$ cat src/rtl/nibble_bus_arbiter_if.sv
// Bundle of requester handshakes and external memory-bus pins for nibble_bus_arbiter.
// The slave modport is the arbiter's view. The master modport is the view of the
// requesters and the memory side.
interface nibble_bus_arbiter_if #(
    parameter int ADDR_W = 10,
    parameter int DATA_W = 4
) ();
    // Requester 0 (CPU core)
    logic              m0_req;
    logic              m0_lock;
    logic              m0_we;
    logic [ADDR_W-1:0] m0_addr;
    logic [DATA_W-1:0] m0_wdata;
    logic              m0_ack;
    logic [DATA_W-1:0] m0_rdata;

    // Requester 1 (debug / program loader)
    logic              m1_req;
    logic              m1_lock;
    logic              m1_we;
    logic [ADDR_W-1:0] m1_addr;
    logic [DATA_W-1:0] m1_wdata;
    logic              m1_ack;
    logic [DATA_W-1:0] m1_rdata;

    // External memory bus
    logic [ADDR_W-1:0] ext_addr;
    logic [1:0]        ext_cmd;
    logic [DATA_W-1:0] ext_wdata;
    logic              ext_oe;
    logic [DATA_W-1:0] ext_rdata;

    // Status
    logic              grant_id;
    logic              busy;

    modport slave (
        input  m0_req, m0_lock, m0_we, m0_addr, m0_wdata,
        input  m1_req, m1_lock, m1_we, m1_addr, m1_wdata,
        input  ext_rdata,
        output m0_ack, m0_rdata, m1_ack, m1_rdata,
        output ext_addr, ext_cmd, ext_wdata, ext_oe,
        output grant_id, busy
    );

    modport master (
        output m0_req, m0_lock, m0_we, m0_addr, m0_wdata,
        output m1_req, m1_lock, m1_we, m1_addr, m1_wdata,
        output ext_rdata,
        input  m0_ack, m0_rdata, m1_ack, m1_rdata,
        input  ext_addr, ext_cmd, ext_wdata, ext_oe,
        input  grant_id, busy
    );
endinterface

$ cat src/rtl/nibble_bus_arbiter.sv
// Two-requester arbiter and sequencer for the shared nibble-wide external memory bus.
// Each access runs IDLE -> ADDR -> (WAIT x WAIT_CYCLES) -> DATA. Round-robin
// arbitration is used, and a locked burst lets one owner take up to MAX_LOCK
// accesses back-to-back.
module nibble_bus_arbiter #(
    parameter int ADDR_W      = 10,
    parameter int DATA_W      = 4,
    parameter int WAIT_CYCLES = 0,
    parameter int MAX_LOCK    = 3
) (
    input logic                 clk,
    input logic                 rst_n,
    nibble_bus_arbiter_if.slave bus
);

    typedef enum logic [1:0] {
        S_IDLE = 2'd0,
        S_ADDR = 2'd1,
        S_WAIT = 2'd2,
        S_DATA = 2'd3
    } state_t;

    localparam logic [1:0] CMD_IDLE  = 2'b00;
    localparam logic [1:0] CMD_READ  = 2'b01;
    localparam logic [1:0] CMD_WRITE = 2'b11;

    // The last WAIT count value. It only matters when WAIT_CYCLES > 0.
    localparam logic [2:0] WAIT_LAST = 3'((WAIT_CYCLES > 0) ? WAIT_CYCLES - 1 : 0);
    // Burst count value at which the next locked DATA edge ends the burst.
    localparam logic [2:0] LOCK_LAST = 3'(MAX_LOCK - 1);

    state_t            state_q, state_d;
    logic [2:0]        wait_cnt_q, wait_cnt_d;
    logic              last_grant_q, last_grant_d;
    logic              grant_id_q, grant_id_d;
    logic              lock_active_q, lock_active_d;
    logic              lock_owner_q, lock_owner_d;
    logic [2:0]        burst_cnt_q, burst_cnt_d;
    logic              we_q, we_d;
    logic [ADDR_W-1:0] addr_q, addr_d;
    logic [DATA_W-1:0] wdata_q, wdata_d;
    logic [ADDR_W-1:0] ext_addr_q, ext_addr_d;
    logic [1:0]        ext_cmd_q, ext_cmd_d;
    logic [DATA_W-1:0] ext_wdata_q, ext_wdata_d;
    logic              ext_oe_q, ext_oe_d;
    logic              m0_ack_q, m0_ack_d;
    logic              m1_ack_q, m1_ack_d;

    logic [1:0]        req_vec;
    logic [1:0]        lock_vec;
    logic              grant_valid;
    logic              winner;

    assign req_vec  = {bus.m1_req,  bus.m0_req};
    assign lock_vec = {bus.m1_lock, bus.m0_lock};

    // State register: holds the FSM state, the latched request, the lock
    // bookkeeping and the registered bus outputs.
    // NOTE: flops are updated with non-blocking assignments only. This way every
    // always_ff samples the pre-edge values, whatever order the blocks run in.
    always_ff @(posedge clk or negedge rst_n) begin
        if (!rst_n) begin
            state_q       <= S_IDLE;
            wait_cnt_q    <= '0;
            last_grant_q  <= 1'b1;
            grant_id_q    <= 1'b0;
            lock_active_q <= 1'b0;
            lock_owner_q  <= 1'b0;
            burst_cnt_q   <= '0;
            we_q          <= 1'b0;
            addr_q        <= '0;
            wdata_q       <= '0;
            ext_addr_q    <= '0;
            ext_cmd_q     <= CMD_IDLE;
            ext_wdata_q   <= '0;
            ext_oe_q      <= 1'b0;
            m0_ack_q      <= 1'b0;
            m1_ack_q      <= 1'b0;
        end else begin
            state_q       <= state_d;
            wait_cnt_q    <= wait_cnt_d;
            last_grant_q  <= last_grant_d;
            grant_id_q    <= grant_id_d;
            lock_active_q <= lock_active_d;
            lock_owner_q  <= lock_owner_d;
            burst_cnt_q   <= burst_cnt_d;
            we_q          <= we_d;
            addr_q        <= addr_d;
            wdata_q       <= wdata_d;
            ext_addr_q    <= ext_addr_d;
            ext_cmd_q     <= ext_cmd_d;
            ext_wdata_q   <= ext_wdata_d;
            ext_oe_q      <= ext_oe_d;
            m0_ack_q      <= m0_ack_d;
            m1_ack_q      <= m1_ack_d;
        end
    end

    // Next-state logic: arbitration in IDLE, phase sequencing, and lock/burst update at DATA.
    // NOTE: every variable assigned here gets a default first, so that no path
    // leaves one unassigned and infers a latch.
    always_comb begin
        state_d       = state_q;
        wait_cnt_d    = wait_cnt_q;
        last_grant_d  = last_grant_q;
        grant_id_d    = grant_id_q;
        lock_active_d = lock_active_q;
        lock_owner_d  = lock_owner_q;
        burst_cnt_d   = burst_cnt_q;
        we_d          = we_q;
        addr_d        = addr_q;
        wdata_d       = wdata_q;
        grant_valid   = 1'b0;
        winner        = 1'b0;

        case (state_q)
            S_IDLE: begin
                if (lock_active_q && req_vec[lock_owner_q]) begin
                    grant_valid = 1'b1;
                    winner      = lock_owner_q;
                end else begin
                    // An idle lock owner gives up the burst. Normal
                    // round-robin then applies in this same cycle.
                    if (lock_active_q) begin
                        lock_active_d = 1'b0;
                        burst_cnt_d   = '0;
                    end
                    if (req_vec == 2'b11) begin
                        grant_valid = 1'b1;
                        winner      = ~last_grant_q;
                    end else if (req_vec[0]) begin
                        grant_valid = 1'b1;
                        winner      = 1'b0;
                    end else if (req_vec[1]) begin
                        grant_valid = 1'b1;
                        winner      = 1'b1;
                    end
                end

                if (grant_valid) begin
                    grant_id_d   = winner;
                    last_grant_d = winner;
                    we_d         = winner ? bus.m1_we    : bus.m0_we;
                    addr_d       = winner ? bus.m1_addr  : bus.m0_addr;
                    wdata_d      = winner ? bus.m1_wdata : bus.m0_wdata;
                    state_d      = S_ADDR;
                end
            end

            S_ADDR: begin
                wait_cnt_d = '0;
                state_d    = (WAIT_CYCLES > 0) ? S_WAIT : S_DATA;
            end

            S_WAIT: begin
                if (wait_cnt_q == WAIT_LAST) begin
                    state_d = S_DATA;
                end else begin
                    wait_cnt_d = wait_cnt_q + 3'd1;
                end
            end

            S_DATA: begin
                state_d = S_IDLE;
                // The lock is sampled live from the owner at the completing
                // edge. When the burst reaches its limit, the other requester
                // gets a turn.
                if (lock_vec[grant_id_q] && (burst_cnt_q < LOCK_LAST)) begin
                    lock_active_d = 1'b1;
                    lock_owner_d  = grant_id_q;
                    burst_cnt_d   = burst_cnt_q + 3'd1;
                end else begin
                    lock_active_d = 1'b0;
                    burst_cnt_d   = '0;
                end
            end

            default: state_d = S_IDLE;
        endcase
    end

    // Output logic: registered bus outputs are decoded from the upcoming state,
    // so that they line up with the state they belong to.
    always_comb begin
        ext_addr_d  = ext_addr_q;
        ext_cmd_d   = CMD_IDLE;
        ext_wdata_d = '0;
        ext_oe_d    = 1'b0;
        m0_ack_d    = 1'b0;
        m1_ack_d    = 1'b0;

        if (state_d != S_IDLE) begin
            ext_addr_d = addr_d;
            ext_cmd_d  = we_d ? CMD_WRITE : CMD_READ;
        end

        if (state_d == S_DATA) begin
            ext_oe_d    = we_d;
            ext_wdata_d = we_d ? wdata_d : '0;
            m0_ack_d    = ~grant_id_d;
            m1_ack_d    = grant_id_d;
        end
    end

    assign bus.ext_addr  = ext_addr_q;
    assign bus.ext_cmd   = ext_cmd_q;
    assign bus.ext_wdata = ext_wdata_q;
    assign bus.ext_oe    = ext_oe_q;
    assign bus.grant_id  = grant_id_q;
    assign bus.busy      = (state_q != S_IDLE);
    assign bus.m0_ack    = m0_ack_q;
    assign bus.m1_ack    = m1_ack_q;

    // Read data is passed through only during the owner's ack of a read.
    assign bus.m0_rdata = (m0_ack_q && !we_q) ? bus.ext_rdata : '0;
    assign bus.m1_rdata = (m1_ack_q && !we_q) ? bus.ext_rdata : '0;

endmodule

$ cat src/flat_wrapper.sv
// flat-port wrapper written by rule: the top's interface ports become plain ports
module nibble_bus_arbiter_flat 
#(
    parameter int ADDR_W      = 10,
    parameter int DATA_W      = 4,
    parameter int WAIT_CYCLES = 0,
    parameter int MAX_LOCK    = 3
)
  (clk, rst_n, bus_m0_req, bus_m0_lock, bus_m0_we, bus_m0_addr, bus_m0_wdata, bus_m1_req, bus_m1_lock, bus_m1_we, bus_m1_addr, bus_m1_wdata, bus_ext_rdata, bus_m0_ack, bus_m0_rdata, bus_m1_ack, bus_m1_rdata, bus_ext_addr, bus_ext_cmd, bus_ext_wdata, bus_ext_oe, bus_grant_id, bus_busy);
  nibble_bus_arbiter_if #(.ADDR_W(ADDR_W), .DATA_W(DATA_W)) bus_i ();
  input logic clk;
  input logic rst_n;
  input wire logic [$bits(bus_i.m0_req)-1:0] bus_m0_req;
  input wire logic [$bits(bus_i.m0_lock)-1:0] bus_m0_lock;
  input wire logic [$bits(bus_i.m0_we)-1:0] bus_m0_we;
  input wire logic [$bits(bus_i.m0_addr)-1:0] bus_m0_addr;
  input wire logic [$bits(bus_i.m0_wdata)-1:0] bus_m0_wdata;
  input wire logic [$bits(bus_i.m1_req)-1:0] bus_m1_req;
  input wire logic [$bits(bus_i.m1_lock)-1:0] bus_m1_lock;
  input wire logic [$bits(bus_i.m1_we)-1:0] bus_m1_we;
  input wire logic [$bits(bus_i.m1_addr)-1:0] bus_m1_addr;
  input wire logic [$bits(bus_i.m1_wdata)-1:0] bus_m1_wdata;
  input wire logic [$bits(bus_i.ext_rdata)-1:0] bus_ext_rdata;
  output wire logic [$bits(bus_i.m0_ack)-1:0] bus_m0_ack;
  output wire logic [$bits(bus_i.m0_rdata)-1:0] bus_m0_rdata;
  output wire logic [$bits(bus_i.m1_ack)-1:0] bus_m1_ack;
  output wire logic [$bits(bus_i.m1_rdata)-1:0] bus_m1_rdata;
  output wire logic [$bits(bus_i.ext_addr)-1:0] bus_ext_addr;
  output wire logic [$bits(bus_i.ext_cmd)-1:0] bus_ext_cmd;
  output wire logic [$bits(bus_i.ext_wdata)-1:0] bus_ext_wdata;
  output wire logic [$bits(bus_i.ext_oe)-1:0] bus_ext_oe;
  output wire logic [$bits(bus_i.grant_id)-1:0] bus_grant_id;
  output wire logic [$bits(bus_i.busy)-1:0] bus_busy;
  assign bus_i.m0_req = bus_m0_req;
  assign bus_i.m0_lock = bus_m0_lock;
  assign bus_i.m0_we = bus_m0_we;
  assign bus_i.m0_addr = bus_m0_addr;
  assign bus_i.m0_wdata = bus_m0_wdata;
  assign bus_i.m1_req = bus_m1_req;
  assign bus_i.m1_lock = bus_m1_lock;
  assign bus_i.m1_we = bus_m1_we;
  assign bus_i.m1_addr = bus_m1_addr;
  assign bus_i.m1_wdata = bus_m1_wdata;
  assign bus_i.ext_rdata = bus_ext_rdata;
  assign bus_m0_ack = bus_i.m0_ack;
  assign bus_m0_rdata = bus_i.m0_rdata;
  assign bus_m1_ack = bus_i.m1_ack;
  assign bus_m1_rdata = bus_i.m1_rdata;
  assign bus_ext_addr = bus_i.ext_addr;
  assign bus_ext_cmd = bus_i.ext_cmd;
  assign bus_ext_wdata = bus_i.ext_wdata;
  assign bus_ext_oe = bus_i.ext_oe;
  assign bus_grant_id = bus_i.grant_id;
  assign bus_busy = bus_i.busy;
  nibble_bus_arbiter #(.ADDR_W(ADDR_W), .DATA_W(DATA_W), .WAIT_CYCLES(WAIT_CYCLES), .MAX_LOCK(MAX_LOCK)) u_core (.clk(clk), .rst_n(rst_n), .bus(bus_i));
endmodule
$ cat config.mk
export PLATFORM = sky130hd
export DESIGN_NAME = nibble_bus_arbiter_flat
export DESIGN_NICKNAME = d
export VERILOG_FILES = /design/src/rtl/nibble_bus_arbiter_if.sv /design/src/rtl/nibble_bus_arbiter.sv /design/src/flat_wrapper.sv
export SDC_FILE = /design/constraint.sdc
export NUM_CORES = 1
export LEC_CHECK = 0
export ABC_AREA = 1
export CAP_MARGIN = 20
export CORE_UTILIZATION = 50
export CTS_CLUSTER_SIZE = 8
export DETAILED_ROUTE_END_ITERATION = 16
export PLACE_DENSITY = 0.85
export SLEW_MARGIN = 20
export SYNTH_ARGS = -nofsm -noshare
export SYNTH_HDL_FRONTEND = slang
export SYNTH_SLANG_ARGS = --single-unit
$ cat constraint.sdc
create_clock -name clk -period 2.77 [get_ports clk]
set_input_delay 0.554 -clock clk [delete_from_list [all_inputs] [get_ports clk]]
set_output_delay 0.554 -clock clk [all_outputs]
set_load 0.05 [all_outputs]
==> flow_summary.html, run 1 <==
<table>
<tr><th>Metric</th><th>Value</th></tr>
<tr><th colspan="2">Timing</th></tr>
<tr><td>Final hold viol count</td><td>0</td></tr>
<tr><td>Final period demand of the worst path</td><td>2580 ps</td></tr>
<tr><td>Slew Limit Fails</td><td>0</td></tr>
<tr><td>Actual transition at the worst max-transition pin</td><td>666 ps</td></tr>
<tr><td>Total Negative Setup Slacks</td><td>0 ps</td></tr>
<tr><td>Hold WS</td><td>227 ps</td></tr>
<tr><td>Crit share post-route</td><td>0.930</td></tr>
<tr><td>Max Clock Freq</td><td>388 MHz</td></tr>
<tr><td>RSZ-0062 raised after global routing</td><td>no</td></tr>
<tr><td>Count of final setup violators</td><td>0</td></tr>
<tr><td>Relative slew margins</td><td>0.556</td></tr>
<tr><td>Worst setup skew after layout</td><td>4.37 ps</td></tr>
<tr><th colspan="2">Place</th></tr>
<tr><td>Routability congestion estimate</td><td>0.871</td></tr>
<tr><td>Placed inst area</td><td>2940 um^2</td></tr>
<tr><td>Detail Placement HPWL</td><td>3.96 mm</td></tr>
<tr><td>Count of buffers inserted at the top-level ports</td><td>68</td></tr>
<tr><th colspan="2">Drt</th></tr>
<tr><td>Post-Route WL</td><td>5.20 mm</td></tr>
<tr><td>Residual DRC count</td><td>0</td></tr>
<tr><td>First-iteration detailed-routing DRC count</td><td>111</td></tr>
<tr><td>Routed wire per std cell</td><td>13.2 um</td></tr>
<tr><td>Remaining antenna violation count after routing</td><td>0</td></tr>
<tr><td>Vias</td><td>2004</td></tr>
<tr><td>Number of optimization iterations in the first detailed-route pass</td><td>4</td></tr>
<tr><td>Detail-routed via count per cell</td><td>5.09</td></tr>
<tr><th colspan="2">Die</th></tr>
<tr><td>Total Die Area</td><td>4760 um^2</td></tr>
<tr><td>Initial core utilization</td><td>0.541</td></tr>
<tr><td>Horizontal die dimension</td><td>69.0 um</td></tr>
<tr><td>Top-level port count</td><td>69</td></tr>
<tr><td>Floorplan core area</td><td>4140 um^2</td></tr>
<tr><td>Chip height</td><td>69.0 um</td></tr>
<tr><td>Std cell rows</td><td>23</td></tr>
<tr><th colspan="2">Global routing</th></tr>
<tr><td>Total overflow reported by the global router</td><td>0</td></tr>
<tr><td>Global-route usage over all layers</td><td>0.247</td></tr>
<tr><td>Fraction of met2 tracks used by global routing</td><td>0.394</td></tr>
<tr><td>GR met3 Demand/Resource</td><td>0.0362</td></tr>
<tr><td>Number of antenna violations at the first check in global routing</td><td>0</td></tr>
<tr><td>Maximum number of pins on one net before global-route repair</td><td>47</td></tr>
<tr><td>Wire length of the first global-routing pass</td><td>8.40 mm</td></tr>
<tr><td>Met1 track utilization from global routing</td><td>0.332</td></tr>
<tr><td>Busiest layer in global routing</td><td>met2</td></tr>
<tr><td>Number of global-route vias before repair</td><td>1903</td></tr>
<tr><th colspan="2">Clock network</th></tr>
<tr><td>Cells resized by post-CTS repair</td><td>0</td></tr>
<tr><td>Cell chosen for the clock root</td><td>sky130_fd_sc_hd__clkbuf_8</td></tr>
<tr><td>Clk sinks</td><td>46</td></tr>
<tr><td>Maximum level of the CTS H-tree</td><td>2</td></tr>
<tr><td>TritonCTS clock tree</td><td>built</td></tr>
<tr><td>Post-CTS setup buffer count</td><td>0</td></tr>
<tr><td>Buffer depth of the longest clock path</td><td>2</td></tr>
<tr><td>Clock latency on the worst-skew pair</td><td>310 ps</td></tr>
<tr><td>Worst-path clk slew</td><td>80 ps</td></tr>
<tr><td>CTS buffer count</td><td>5</td></tr>
<tr><td>Count of hold-fix buffers inserted at cts</td><td>0</td></tr>
<tr><th colspan="2">Yosys</th></tr>
<tr><td>Count of yosys warnings during synthesis</td><td>0</td></tr>
<tr><td>Number of synthesized register bits</td><td>46</td></tr>
<tr><td>Area of the mapped netlist</td><td>2240 um^2</td></tr>
<tr><td>Top cells by area, synth</td><td>sky130_fd_sc_hd__dfrtp_1, sky130_fd_sc_hd__nand2_1, sky130_fd_sc_hd__nand3_1</td></tr>
<tr><td>Share of the yosys chip area belonging to registers</td><td>0.514</td></tr>
<tr><td>Average cell area after synthesis</td><td>8.24 um^2</td></tr>
<tr><td>Synthesized Nets</td><td>320</td></tr>
<tr><td>Gate count of the mapped netlist</td><td>272</td></tr>
<tr><td>Top cell type by total area after synthesis</td><td>sky130_fd_sc_hd__dfrtp_1</td></tr>
<tr><td>Portion of synthesized cell area occupied by the leading cell type</td><td>0.502</td></tr>
<tr><td>Number of unique standard cell types used by synthesis</td><td>22</td></tr>
<tr><th colspan="2">Worst setup path</th></tr>
<tr><td>CP bufs+invs</td><td>3</td></tr>
<tr><td>Worst-path fanout max</td><td>4</td></tr>
<tr><td>Critical path cell sequence</td><td>inv_1, ha_1, inv_1, clkdlybuf4s50_1</td></tr>
<tr><td>Reg2Reg Setup Slack</td><td>670 ps</td></tr>
<tr><td>Worst reg2reg path endpoint</td><td>u_core.bus.m1_ack</td></tr>
<tr><td>Category of the critical setup timing path</td><td>flip-flop to output pin</td></tr>
<tr><td>Worst reg2reg path depth</td><td>9</td></tr>
<tr><td>Type of element capturing the critical path</td><td>output pin</td></tr>
<tr><td>Crit-path max cell delay</td><td>820 ps</td></tr>
<tr><td>Worst Path Required</td><td>2220 ps</td></tr>
<tr><td>Type of element launching the critical path</td><td>flip-flop</td></tr>
<tr><td>Arrival time of the worst setup path</td><td>2020 ps</td></tr>
<tr><td>CP delay by family, top</td><td>buffers and inverters</td></tr>
<tr><td>Dominant cell type by count on the critical path</td><td>sky130_fd_sc_hd__inv_1</td></tr>
<tr><td>Critical R2R Launch</td><td>u_core.state_q[0]</td></tr>
<tr><td>Crit-path slowest cell</td><td>sky130_fd_sc_hd__clkdlybuf4s50_1</td></tr>
<tr><th colspan="2">Layout</th></tr>
<tr><td>Layout area overhead</td><td>36.0%</td></tr>
<tr><td>Diode insertion count for antenna repair</td><td>0</td></tr>
<tr><td>Area of all placed cells without fillers</td><td>3050 um^2</td></tr>
<tr><td>Number of nets at the end of the flow</td><td>391</td></tr>
<tr><td>Leading cell types in the layout, fill and taps excluded</td><td>sky130_fd_sc_hd__nand2_1, sky130_fd_sc_hd__clkdlybuf4s50_1, sky130_fd_sc_hd__dfrtp_1</td></tr>
<tr><td>Share of final-layout standard cells stronger than drive strength 1</td><td>0.105</td></tr>
<tr><td>Most common library cell in the layout ignoring fill and taps</td><td>sky130_fd_sc_hd__nand2_1</td></tr>
<tr><th colspan="2">Power and ir drop</th></tr>
<tr><td>Leakage power of the design</td><td>1.49 nW</td></tr>
<tr><td>P per Cell Area</td><td>1190 nW/um^2</td></tr>
<tr><td>Peak ir drop on the vdd network</td><td>0.792 mV</td></tr>
<tr><th colspan="2">Run status</th></tr>
<tr><td>Run status</td><td>complete, no violations</td></tr>
<tr><th colspan="2">Hold path</th></tr>
<tr><td>Type of the most critical hold path</td><td>input pin to asynchronous set/reset pin</td></tr>
<tr><th colspan="2">Job</th></tr>
<tr><td>Max-cap violations</td><td>0</td></tr>
</table>
[metrics by stage]
stage	util	total power (W)	std cells	worst slack [ps]
2_1_floorplan	-	0.00254	272	763
3_3_place_gp	0.710	0.00310	386	476
3_5_place_dp	0.710	0.00318	386	418
4_1_cts	0.735	0.00364	394	202
5_1_grt	0.736	0.00391	394	110
6_report	0.736	0.00363	394	194
[worst register-to-register path, delay by kind of cell (launching register included)]
kind	cells	cell delay, ps
buffers and inverters	4	580
DFF	1	440
and+or+nand+nor	3	730
adders and majority gates	1	190
AOI/OAI and AO/OA	1	90
[area by class of cell]
class                      count  area, um^2
clock buffer                   7        96.3
clock inverter                 1        8.76
fill                         327        1090
inverter                      33         124
multi-input combinational    185         917
sequential                    46        1150
tap                           50        62.6
timing repair buffer          72         688
[registers in the layout, summed over array words and instances, names as in the netlist]
register              cells
u_core.addr_q            10
u_core.bus.ext_addr      10
u_core.bus.ext_wdata      4
u_core.wdata_q            4
u_core.burst_cnt_q        3
u_core.wait_cnt_q         3
u_core.bus.ext_cmd        2
u_core.state_q            2
u_core.bus.ext_oe         1
u_core.bus.grant_id       1
u_core.bus.m0_ack         1
u_core.bus.m1_ack         1
u_core.last_grant_q       1
u_core.lock_active_q      1
u_core.lock_owner_q       1
u_core.we_q               1
[routing by layer]
layer	up-vias	wire length (um)
met5	-	0
met4	0	99
met3	11	322
met2	67	2560
met1	934	2220
li1	992	-
[Yosys cell counts (all sizes together)]
library cell	instances
and2	10
or2	10
a32oi	1
nand3	41
nor3b	1
o21ai	9
nor2	26
ha	8
a21oi	5
nand2	70
o21a	1
dfstp	1
buf	8
a22o	1
dfrtp	45
inv	33
nand4	2
[report_power, final]
group / internal, W / leakage, nW / switching, W
clock: 0.000229 / 0.0544 / 0.000227
sequential: 0.000977 / 0.551 / 0.000140
combinational: 0.000712 / 0.889 / 0.00135
total: 0.00192 / 1.49 / 0.00171
[worst max path at each step]
| stage | from | end | slack [ps] | cells after the start |
|---|---|---|---|---|
| 6_report | u_core.state_q[0] | bus_busy | 190 | 4 |
| 5_1_grt | u_core.state_q[0] | bus_busy | 110 | 4 |
| 4_1_cts | u_core.state_q[0] | bus_busy | 200 | 4 |
| 3_5_place_dp | bus_m0_req | u_core.bus.m1_ack | 420 | 8 |
| 3_3_place_gp | bus_m1_req | u_core.addr_q[2] | 480 | 9 |
| 2_1_floorplan | u_core.bus.m0_ack | bus_m0_rdata[0] | 760 | 2 |
[cells by family (layout without fill, tap and decap cells)]
kind of cell | count (synthesis) | in the layout | share of synthesized area
AOI/OAI and AO/OA | 17 | 17 | 0.0441
and+or+nand+nor | 160 | 160 | 0.320
buffers and inverters | 41 | 113 | 0.0770
DFF | 46 | 46 | 0.514
adders and majority gates | 8 | 8 | 0.0446
No activity file was read; power rests on OpenSTA's default activity.
==> run 2, diff against run 1 <==
--- a/config.mk
+++ b/config.mk
@@ -7,6 +7,7 @@
 export LEC_CHECK = 0
 export ABC_AREA = 1
 export CAP_MARGIN = 20
+export CORE_MARGIN = 8
 export CORE_UTILIZATION = 50
 export CTS_CLUSTER_SIZE = 8
 export DETAILED_ROUTE_END_ITERATION = 16
==> flow_summary.html, run 2 (same netlist as run 1, synthesis figures left out) <==
<table>
<tr><th>Metric</th><th>Value</th></tr>
<tr><th colspan="2">Clock network</th></tr>
<tr><td>Count of hold-fix buffers inserted at cts</td><td>0 (unchanged)</td></tr>
<tr><td>CTS buffer count</td><td>5 (unchanged)</td></tr>
<tr><td>Worst-path clk slew</td><td>80 ps (about the same)</td></tr>
<tr><td>Cells resized by post-CTS repair</td><td>0 (unchanged)</td></tr>
<tr><td>Post-CTS setup buffer count</td><td>0 (unchanged)</td></tr>
<tr><td>Buffer depth of the longest clock path</td><td>2 (unchanged)</td></tr>
<tr><td>Cell chosen for the clock root</td><td>sky130_fd_sc_hd__clkbuf_8 (unchanged)</td></tr>
<tr><td>Maximum level of the CTS H-tree</td><td>2 (unchanged)</td></tr>
<tr><td>Clock latency on the worst-skew pair</td><td>300 ps (was 310 ps)</td></tr>
<tr><td>Clk sinks</td><td>46 (unchanged)</td></tr>
<tr><td>TritonCTS clock tree</td><td>built (unchanged)</td></tr>
<tr><th colspan="2">Global routing</th></tr>
<tr><td>Global-route usage over all layers</td><td>0.162 (was 0.247)</td></tr>
<tr><td>Wire length of the first global-routing pass</td><td>9.25 mm (was 8.40 mm)</td></tr>
<tr><td>Number of global-route vias before repair</td><td>2054 (was 1903)</td></tr>
<tr><td>Number of antenna violations at the first check in global routing</td><td>0 (unchanged)</td></tr>
<tr><td>Total overflow reported by the global router</td><td>0 (unchanged)</td></tr>
<tr><td>Maximum number of pins on one net before global-route repair</td><td>47 (unchanged)</td></tr>
<tr><th colspan="2">Timing</th></tr>
<tr><td>Final hold viol count</td><td>0 (unchanged)</td></tr>
<tr><td>Crit share post-route</td><td>0.930 (about the same)</td></tr>
<tr><td>Total Negative Setup Slacks</td><td>0 ps (unchanged)</td></tr>
<tr><td>Worst setup skew after layout</td><td>5.70 ps (was 4.37 ps)</td></tr>
<tr><td>Setup slack of the critical path after layout</td><td>193 ps (was 194 ps)</td></tr>
<tr><td>RSZ-0062 raised after global routing</td><td>no (unchanged)</td></tr>
<tr><td>Count of final setup violators</td><td>0 (unchanged)</td></tr>
<tr><td>Slew Limit Fails</td><td>0 (unchanged)</td></tr>
<tr><td>Final period demand of the worst path</td><td>2580 ps (about the same)</td></tr>
<tr><td>Actual transition at the worst max-transition pin</td><td>523 ps (was 666 ps)</td></tr>
<tr><td>Relative slew margins</td><td>0.650 (was 0.556)</td></tr>
<tr><td>Max Clock Freq</td><td>388 MHz (about the same)</td></tr>
<tr><td>Hold WS</td><td>136 ps (was 227 ps)</td></tr>
<tr><th colspan="2">Worst setup path</th></tr>
<tr><td>Critical Path Start</td><td>u_core.state_q[0] (unchanged)</td></tr>
<tr><td>Type of element launching the critical path</td><td>flip-flop (unchanged)</td></tr>
<tr><td>Worst-path fanout max</td><td>4 (unchanged)</td></tr>
<tr><td>Worst reg2reg path endpoint</td><td>u_core.bus.ext_wdata[1] (was u_core.bus.m1_ack)</td></tr>
<tr><td>Worst reg2reg path depth</td><td>9 (unchanged)</td></tr>
<tr><td>Type of element capturing the critical path</td><td>output pin (unchanged)</td></tr>
<tr><td>Arrival time of the worst setup path</td><td>2020 ps (about the same)</td></tr>
<tr><td>Reg2Reg Setup Slack</td><td>810 ps (was 670 ps)</td></tr>
<tr><td>Category of the critical setup timing path</td><td>flip-flop to output pin (unchanged)</td></tr>
<tr><td>Critical R2R Launch</td><td>u_core.state_q[0] (unchanged)</td></tr>
<tr><td>Worst Path Required</td><td>2220 ps (about the same)</td></tr>
<tr><th colspan="2">Place</th></tr>
<tr><td>Cells after DPL</td><td>387 (was 386)</td></tr>
<tr><td>Count of buffers inserted at the top-level ports</td><td>68 (unchanged)</td></tr>
<tr><td>Routability congestion estimate</td><td>0.822 (was 0.871)</td></tr>
<tr><td>Post-placement setup slack</td><td>466 ps (was 418 ps)</td></tr>
<tr><td>Placed inst area</td><td>2940 um^2 (about the same)</td></tr>
<tr><td>Detail Placement HPWL</td><td>4.15 mm (was 3.96 mm)</td></tr>
<tr><th colspan="2">Drt</th></tr>
<tr><td>First-iteration detailed-routing DRC count</td><td>100 (was 111)</td></tr>
<tr><td>Vias</td><td>1978 (was 2004)</td></tr>
<tr><td>Post-Route WL</td><td>5.54 mm (was 5.20 mm)</td></tr>
<tr><td>Number of optimization iterations in the first detailed-route pass</td><td>4 (unchanged)</td></tr>
<tr><td>Routed wire per std cell</td><td>14.0 um (was 13.2 um)</td></tr>
<tr><td>Detail-routed via count per cell</td><td>4.99 (was 5.09)</td></tr>
<tr><td>Residual DRC count</td><td>0 (unchanged)</td></tr>
<tr><td>Remaining antenna violation count after routing</td><td>0 (unchanged)</td></tr>
<tr><th colspan="2">Layout</th></tr>
<tr><td>Layout area overhead</td><td>36.6% (was 36.0%)</td></tr>
<tr><td>Diode insertion count for antenna repair</td><td>0 (unchanged)</td></tr>
<tr><td>Final Non-Filler Cells</td><td>396 (was 394)</td></tr>
<tr><td>Share of final-layout standard cells stronger than drive strength 1</td><td>0.0988 (was 0.105)</td></tr>
<tr><td>Most common library cell in the layout ignoring fill and taps</td><td>sky130_fd_sc_hd__nand2_1 (unchanged)</td></tr>
<tr><td>Number of nets at the end of the flow</td><td>391 (unchanged)</td></tr>
<tr><td>Leading cell types in the layout, fill and taps excluded</td><td>sky130_fd_sc_hd__nand2_1, sky130_fd_sc_hd__clkdlybuf4s50_1, sky130_fd_sc_hd__dfrtp_1 (unchanged)</td></tr>
<tr><td>Area of all placed cells without fillers</td><td>3060 um^2 (was 3050 um^2)</td></tr>
<tr><th colspan="2">Die</th></tr>
<tr><td>Floorplan core area</td><td>4320 um^2 (was 4140 um^2)</td></tr>
<tr><td>Initial core utilization</td><td>0.519 (was 0.541)</td></tr>
<tr><td>Std cell rows</td><td>24 (was 23)</td></tr>
<tr><td>Horizontal die dimension</td><td>83.0 um (was 69.0 um)</td></tr>
<tr><td>Top-level port count</td><td>69 (unchanged)</td></tr>
<tr><td>Chip height</td><td>83.0 um (was 69.0 um)</td></tr>
<tr><td>Total Die Area</td><td>6880 um^2 (was 4760 um^2)</td></tr>
<tr><th colspan="2">Power and ir drop</th></tr>
<tr><td>Leakage power of the design</td><td>1.50 nW (was 1.49 nW)</td></tr>
<tr><td>P per Cell Area</td><td>1190 nW/um^2 (about the same)</td></tr>
<tr><td>Peak ir drop on the vdd network</td><td>0.562 mV (was 0.792 mV)</td></tr>
<tr><th colspan="2">Job</th></tr>
<tr><td>Max-cap violations</td><td>0 (unchanged)</td></tr>
<tr><th colspan="2">Run status</th></tr>
<tr><td>Run status</td><td>complete, no violations (unchanged)</td></tr>
<tr><th colspan="2">Hold path</th></tr>
<tr><td>Type of the most critical hold path</td><td>input pin to asynchronous set/reset pin (unchanged)</td></tr>
</table>
==> run 2: final cells by class <==
cell class | count | area (um^2)
Tap cell | 52 | 65.1
Clock inverter | 1 | 30.0
Sequential cell | 46 | 1150
Inverter | 33 | 124
Timing Repair Buffer | 72 | 698
Multi-Input combinational cell | 185 | 917
Clock buffer | 7 | 76.3
Fill cell | 338 | 1260
==> run 2: through the flow <==
step,power [W],utilization
after floorplan,0.00254,-
after global placement,0.00309,0.679
after detailed placement,0.00315,0.679
after CTS,0.00365,0.704
after global routing,0.00391,0.708
final,0.00364,0.708
==> run 2: critical path, cell delays in order, from the launching register on <==
cell,delay (ps)
sky130_fd_sc_hd__dfrtp_1,410
sky130_fd_sc_hd__inv_1,120
sky130_fd_sc_hd__ha_1,240
sky130_fd_sc_hd__inv_1,120
sky130_fd_sc_hd__clkdlybuf4s50_1,840
==> run 2: layer usage <==
| metal | share of wire | GRT usage |
|---|---|---|
| met5 | 0 | 0 |
| met4 | 0.029 | 0.0815 |
| met3 | 0.072 | 0.0586 |
| met2 | 0.49 | 0.269 |
| met1 | 0.41 | 0.177 |
==> run 2: power breakdown <==
part | internal, W | total (W) | switching, W
clock | 0.000270 | 0.000485 | 0.000215
combinational | 0.000709 | 0.00205 | 0.00134
sequential | 0.000976 | 0.00110 | 0.000125
total | 0.00195 | 0.00364 | 0.00168
==> run 2: how the worst max path moves through the flow <==
| stage | endpoint | slack [ps] | depth (start not counted) |
|---|---|---|---|
| after global placement | u_core.addr_q[9] | 530 | 9 |
| after CTS | bus_busy | 200 | 4 |
| after global routing | bus_busy | 140 | 4 |
| after detailed placement | u_core.addr_q[6] | 470 | 9 |
| final | bus_busy | 190 | 4 |
| after floorplan | bus_m0_rdata[0] | 760 | 2 |
==> run 3, diff against run 2 <==
--- a/config.mk
+++ b/config.mk
@@ -8,10 +8,11 @@
 export ABC_AREA = 1
 export CAP_MARGIN = 20
 export CORE_MARGIN = 8
-export CORE_UTILIZATION = 50
+export CORE_UTILIZATION = 52
+export CTS_BUF_LIST = sky130_fd_sc_hd__clkbuf_4
 export CTS_CLUSTER_SIZE = 8
 export DETAILED_ROUTE_END_ITERATION = 16
-export PLACE_DENSITY = 0.85
+export PLACE_DENSITY = 0.88
 export SLEW_MARGIN = 20
 export SYNTH_ARGS = -nofsm -noshare
 export SYNTH_HDL_FRONTEND = slang
==> flow_summary.html, run 3 (same netlist as run 1, synthesis figures left out) <==
<table>
<tr><th>Metric</th><th>Value</th></tr>
<tr><th colspan="2">Power and ir drop</th></tr>
<tr><td>Clock share of power</td><td>0.122 (was 0.133)</td></tr>
<tr><td>Leakage power of the design</td><td>1.48 nW (was 1.50 nW)</td></tr>
<tr><td>P per Cell Area</td><td>1180 nW/um^2 (was 1190 nW/um^2)</td></tr>
<tr><td>Switching fraction of total power</td><td>0.474 (was 0.462)</td></tr>
<tr><td>Comb power frac</td><td>0.569 (was 0.564)</td></tr>
<tr><td>Register share of total power</td><td>0.309 (was 0.303)</td></tr>
<tr><td>Peak ir drop on the vdd network</td><td>0.659 mV (was 0.562 mV)</td></tr>
<tr><td>Internal Pwr Total</td><td>0.00187 W (was 0.00195 W)</td></tr>
<tr><td>Power consumption</td><td>0.00356 W (was 0.00364 W)</td></tr>
<tr><td>Switching power</td><td>0.00169 W (was 0.00168 W)</td></tr>
<tr><th colspan="2">Timing</th></tr>
<tr><td>RSZ-0062 raised after global routing</td><td>no (unchanged)</td></tr>
<tr><td>Final hold viol count</td><td>0 (unchanged)</td></tr>
<tr><td>Worst setup skew after layout</td><td>12.3 ps (was 5.70 ps)</td></tr>
<tr><td>Actual transition at the worst max-transition pin</td><td>568 ps (was 523 ps)</td></tr>
<tr><td>Final period demand of the worst path</td><td>2630 ps (was 2580 ps)</td></tr>
<tr><td>Max Clock Freq</td><td>380 MHz (was 388 MHz)</td></tr>
<tr><td>Relative slew margins</td><td>0.621 (was 0.650)</td></tr>
<tr><td>Total Negative Setup Slacks</td><td>0 ps (unchanged)</td></tr>
<tr><td>Crit share post-route</td><td>0.949 (was 0.930)</td></tr>
<tr><td>Slew Limit Fails</td><td>0 (unchanged)</td></tr>
<tr><td>Count of final setup violators</td><td>0 (unchanged)</td></tr>
<tr><th colspan="2">Drt</th></tr>
<tr><td>Post-Route WL</td><td>5.28 mm (was 5.54 mm)</td></tr>
<tr><td>Vias</td><td>1929 (was 1978)</td></tr>
<tr><td>Detail-routed via count per cell</td><td>4.88 (was 4.99)</td></tr>
<tr><td>Routed wire per std cell</td><td>13.4 um (was 14.0 um)</td></tr>
<tr><td>Remaining antenna violation count after routing</td><td>0 (unchanged)</td></tr>
<tr><td>First-iteration detailed-routing DRC count</td><td>100 (unchanged)</td></tr>
<tr><td>Residual DRC count</td><td>0 (unchanged)</td></tr>
<tr><td>Number of optimization iterations in the first detailed-route pass</td><td>4 (unchanged)</td></tr>
<tr><th colspan="2">Die</th></tr>
<tr><td>Std cell rows</td><td>24 (unchanged)</td></tr>
<tr><td>Chip height</td><td>81.7 um (was 83.0 um)</td></tr>
<tr><td>Total Die Area</td><td>6670 um^2 (was 6880 um^2)</td></tr>
<tr><td>Initial core utilization</td><td>0.526 (was 0.519)</td></tr>
<tr><td>Horizontal die dimension</td><td>81.7 um (was 83.0 um)</td></tr>
<tr><td>Floorplan core area</td><td>4260 um^2 (was 4320 um^2)</td></tr>
<tr><td>Top-level port count</td><td>69 (unchanged)</td></tr>
<tr><th colspan="2">Worst setup path</th></tr>
<tr><td>Dominant cell type by count on the critical path</td><td>sky130_fd_sc_hd__inv_1 (unchanged)</td></tr>
<tr><td>Crit-path max cell delay</td><td>820 ps (was 840 ps)</td></tr>
<tr><td>Type of element launching the critical path</td><td>flip-flop (unchanged)</td></tr>
<tr><td>Crit-path slowest cell</td><td>sky130_fd_sc_hd__clkdlybuf4s50_1 (unchanged)</td></tr>
<tr><td>Category of the critical setup timing path</td><td>flip-flop to output pin (unchanged)</td></tr>
<tr><td>Worst reg2reg path depth</td><td>9 (unchanged)</td></tr>
<tr><td>Critical path cell sequence</td><td>inv_1, ha_1, inv_1, clkdlybuf4s50_1 (unchanged)</td></tr>
<tr><td>Type of element capturing the critical path</td><td>output pin (unchanged)</td></tr>
<tr><td>Arrival time of the worst setup path</td><td>2080 ps (was 2020 ps)</td></tr>
<tr><td>Worst-path fanout max</td><td>4 (unchanged)</td></tr>
<tr><td>Worst Path Required</td><td>2220 ps (about the same)</td></tr>
<tr><th colspan="2">Clock network</th></tr>
<tr><td>Cells resized by post-CTS repair</td><td>0 (unchanged)</td></tr>
<tr><td>CTS buffer count</td><td>5 (unchanged)</td></tr>
<tr><td>Maximum level of the CTS H-tree</td><td>2 (unchanged)</td></tr>
<tr><td>Post-CTS setup buffer count</td><td>0 (unchanged)</td></tr>
<tr><td>Cell chosen for the clock root</td><td>sky130_fd_sc_hd__clkbuf_4 (was sky130_fd_sc_hd__clkbuf_8)</td></tr>
<tr><td>Clock latency on the worst-skew pair</td><td>380 ps (was 300 ps)</td></tr>
<tr><td>Buffer depth of the longest clock path</td><td>2 (unchanged)</td></tr>
<tr><td>Count of hold-fix buffers inserted at cts</td><td>0 (unchanged)</td></tr>
<tr><td>Clk sinks</td><td>46 (unchanged)</td></tr>
<tr><td>TritonCTS clock tree</td><td>built (unchanged)</td></tr>
<tr><td>Worst-path clk slew</td><td>150 ps (was 80 ps)</td></tr>
<tr><th colspan="2">Global routing</th></tr>
<tr><td>Global-route usage over all layers</td><td>0.167 (was 0.162)</td></tr>
<tr><td>Wire length of the first global-routing pass</td><td>8.82 mm (was 9.25 mm)</td></tr>
<tr><td>Number of global-route vias before repair</td><td>1945 (was 2054)</td></tr>
<tr><td>Maximum number of pins on one net before global-route repair</td><td>47 (unchanged)</td></tr>
<tr><td>Number of antenna violations at the first check in global routing</td><td>0 (unchanged)</td></tr>
<tr><td>Total overflow reported by the global router</td><td>0 (unchanged)</td></tr>
<tr><th colspan="2">Layout</th></tr>
<tr><td>Diode insertion count for antenna repair</td><td>0 (unchanged)</td></tr>
<tr><td>Share of final-layout standard cells stronger than drive strength 1</td><td>0.102 (was 0.0988)</td></tr>
<tr><td>Most common library cell in the layout ignoring fill and taps</td><td>sky130_fd_sc_hd__nand2_1 (unchanged)</td></tr>
<tr><td>Layout area overhead</td><td>34.9% (was 36.6%)</td></tr>
<tr><td>Number of nets at the end of the flow</td><td>390 (was 391)</td></tr>
<tr><td>Leading cell types in the layout, fill and taps excluded</td><td>sky130_fd_sc_hd__nand2_1, sky130_fd_sc_hd__clkdlybuf4s50_1, sky130_fd_sc_hd__dfrtp_1 (unchanged)</td></tr>
<tr><td>Area of all placed cells without fillers</td><td>3030 um^2 (was 3060 um^2)</td></tr>
<tr><td>Number of fillers in the final layout</td><td>330 (was 338)</td></tr>
<tr><th colspan="2">Hold path</th></tr>
<tr><td>Type of the most critical hold path</td><td>input pin to asynchronous set/reset pin (unchanged)</td></tr>
<tr><th colspan="2">Place</th></tr>
<tr><td>Count of buffers inserted at the top-level ports</td><td>68 (unchanged)</td></tr>
<tr><td>Placed inst area</td><td>2940 um^2 (unchanged)</td></tr>
<tr><td>Routability congestion estimate</td><td>0.877 (was 0.822)</td></tr>
<tr><td>Detail Placement HPWL</td><td>4.10 mm (was 4.15 mm)</td></tr>
<tr><th colspan="2">Job</th></tr>
<tr><td>Max-cap violations</td><td>0 (unchanged)</td></tr>
<tr><th colspan="2">Run status</th></tr>
<tr><td>Run status</td><td>complete, no violations (unchanged)</td></tr>
</table>
==> run 3: worst max-delay path: cells and delay by family, from the launching register on <==
kind / cells / cell delay, ps
DFF: 1 / 430
adders and majority gates: 1 / 230
buffers and inverters: 3 / 1040
==> run 3: layer usage <==
metal | wire, um | vias to the layer above | track usage | share of wire
met1 | 2240 | 879 | 0.208 | 0.42
met2 | 2630 | 50 | 0.282 | 0.50
li1 | - | 992 | - | -
met5 | 0 | - | 0 | 0
met4 | 98 | 0 | 0.0579 | 0.019
met3 | 306 | 8 | 0.0339 | 0.058
==> run 3: power by group through the flow <==
stage	sequential [W]	clock [W]	combinational, W
after floorplan	0.00152	0	0.00102
after global placement	0.00110	0	0.00198
after detailed placement	0.00112	0	0.00203
after CTS	0.00110	0.000444	0.00204
after global routing	0.00113	0.000466	0.00226
final	0.00110	0.000435	0.00202
==> run 3: final timing paths <==
check	start	endpoint	slack (ps)
max	u_core.state_q[0]	bus_busy	140
min	rst_n	u_core.wait_cnt_q[0]	150
max reg2reg	u_core.state_q[0]	u_core.bus.ext_wdata[1]	900
min reg2reg	u_core.last_grant_q	u_core.last_grant_q	500
max in group asynchronous	rst_n	u_core.last_grant_q	2230
min in group clk	u_core.last_grant_q	u_core.last_grant_q	500
==> run 3: cell type report <==
type	count	area, um^2	share of cell area
Sequential cell	46	1150	0.381
Multi-Input combinational cell	185	917	0.303
Timing Repair Buffer	71	681	0.225
Inverter	33	124	0.0409
Tap cell	52	65.1	0.0215
Clock inverter	3	48.8	0.0161
Clock buffer	5	37.5	0.0124
==> run 3: metrics by stage <==
stage / util / hold WS [ps] / worst slack [ps] / cells
after global placement: 0.689 / 462 / 559 / 387
after CTS: 0.709 / 349 / 120 / 395
final: 0.710 / 153 / 140 / 395
after global routing: 0.710 / 189 / 60.4 / 395
after floorplan: - / 258 / 763 / 272
after detailed placement: 0.689 / 468 / 522 / 387
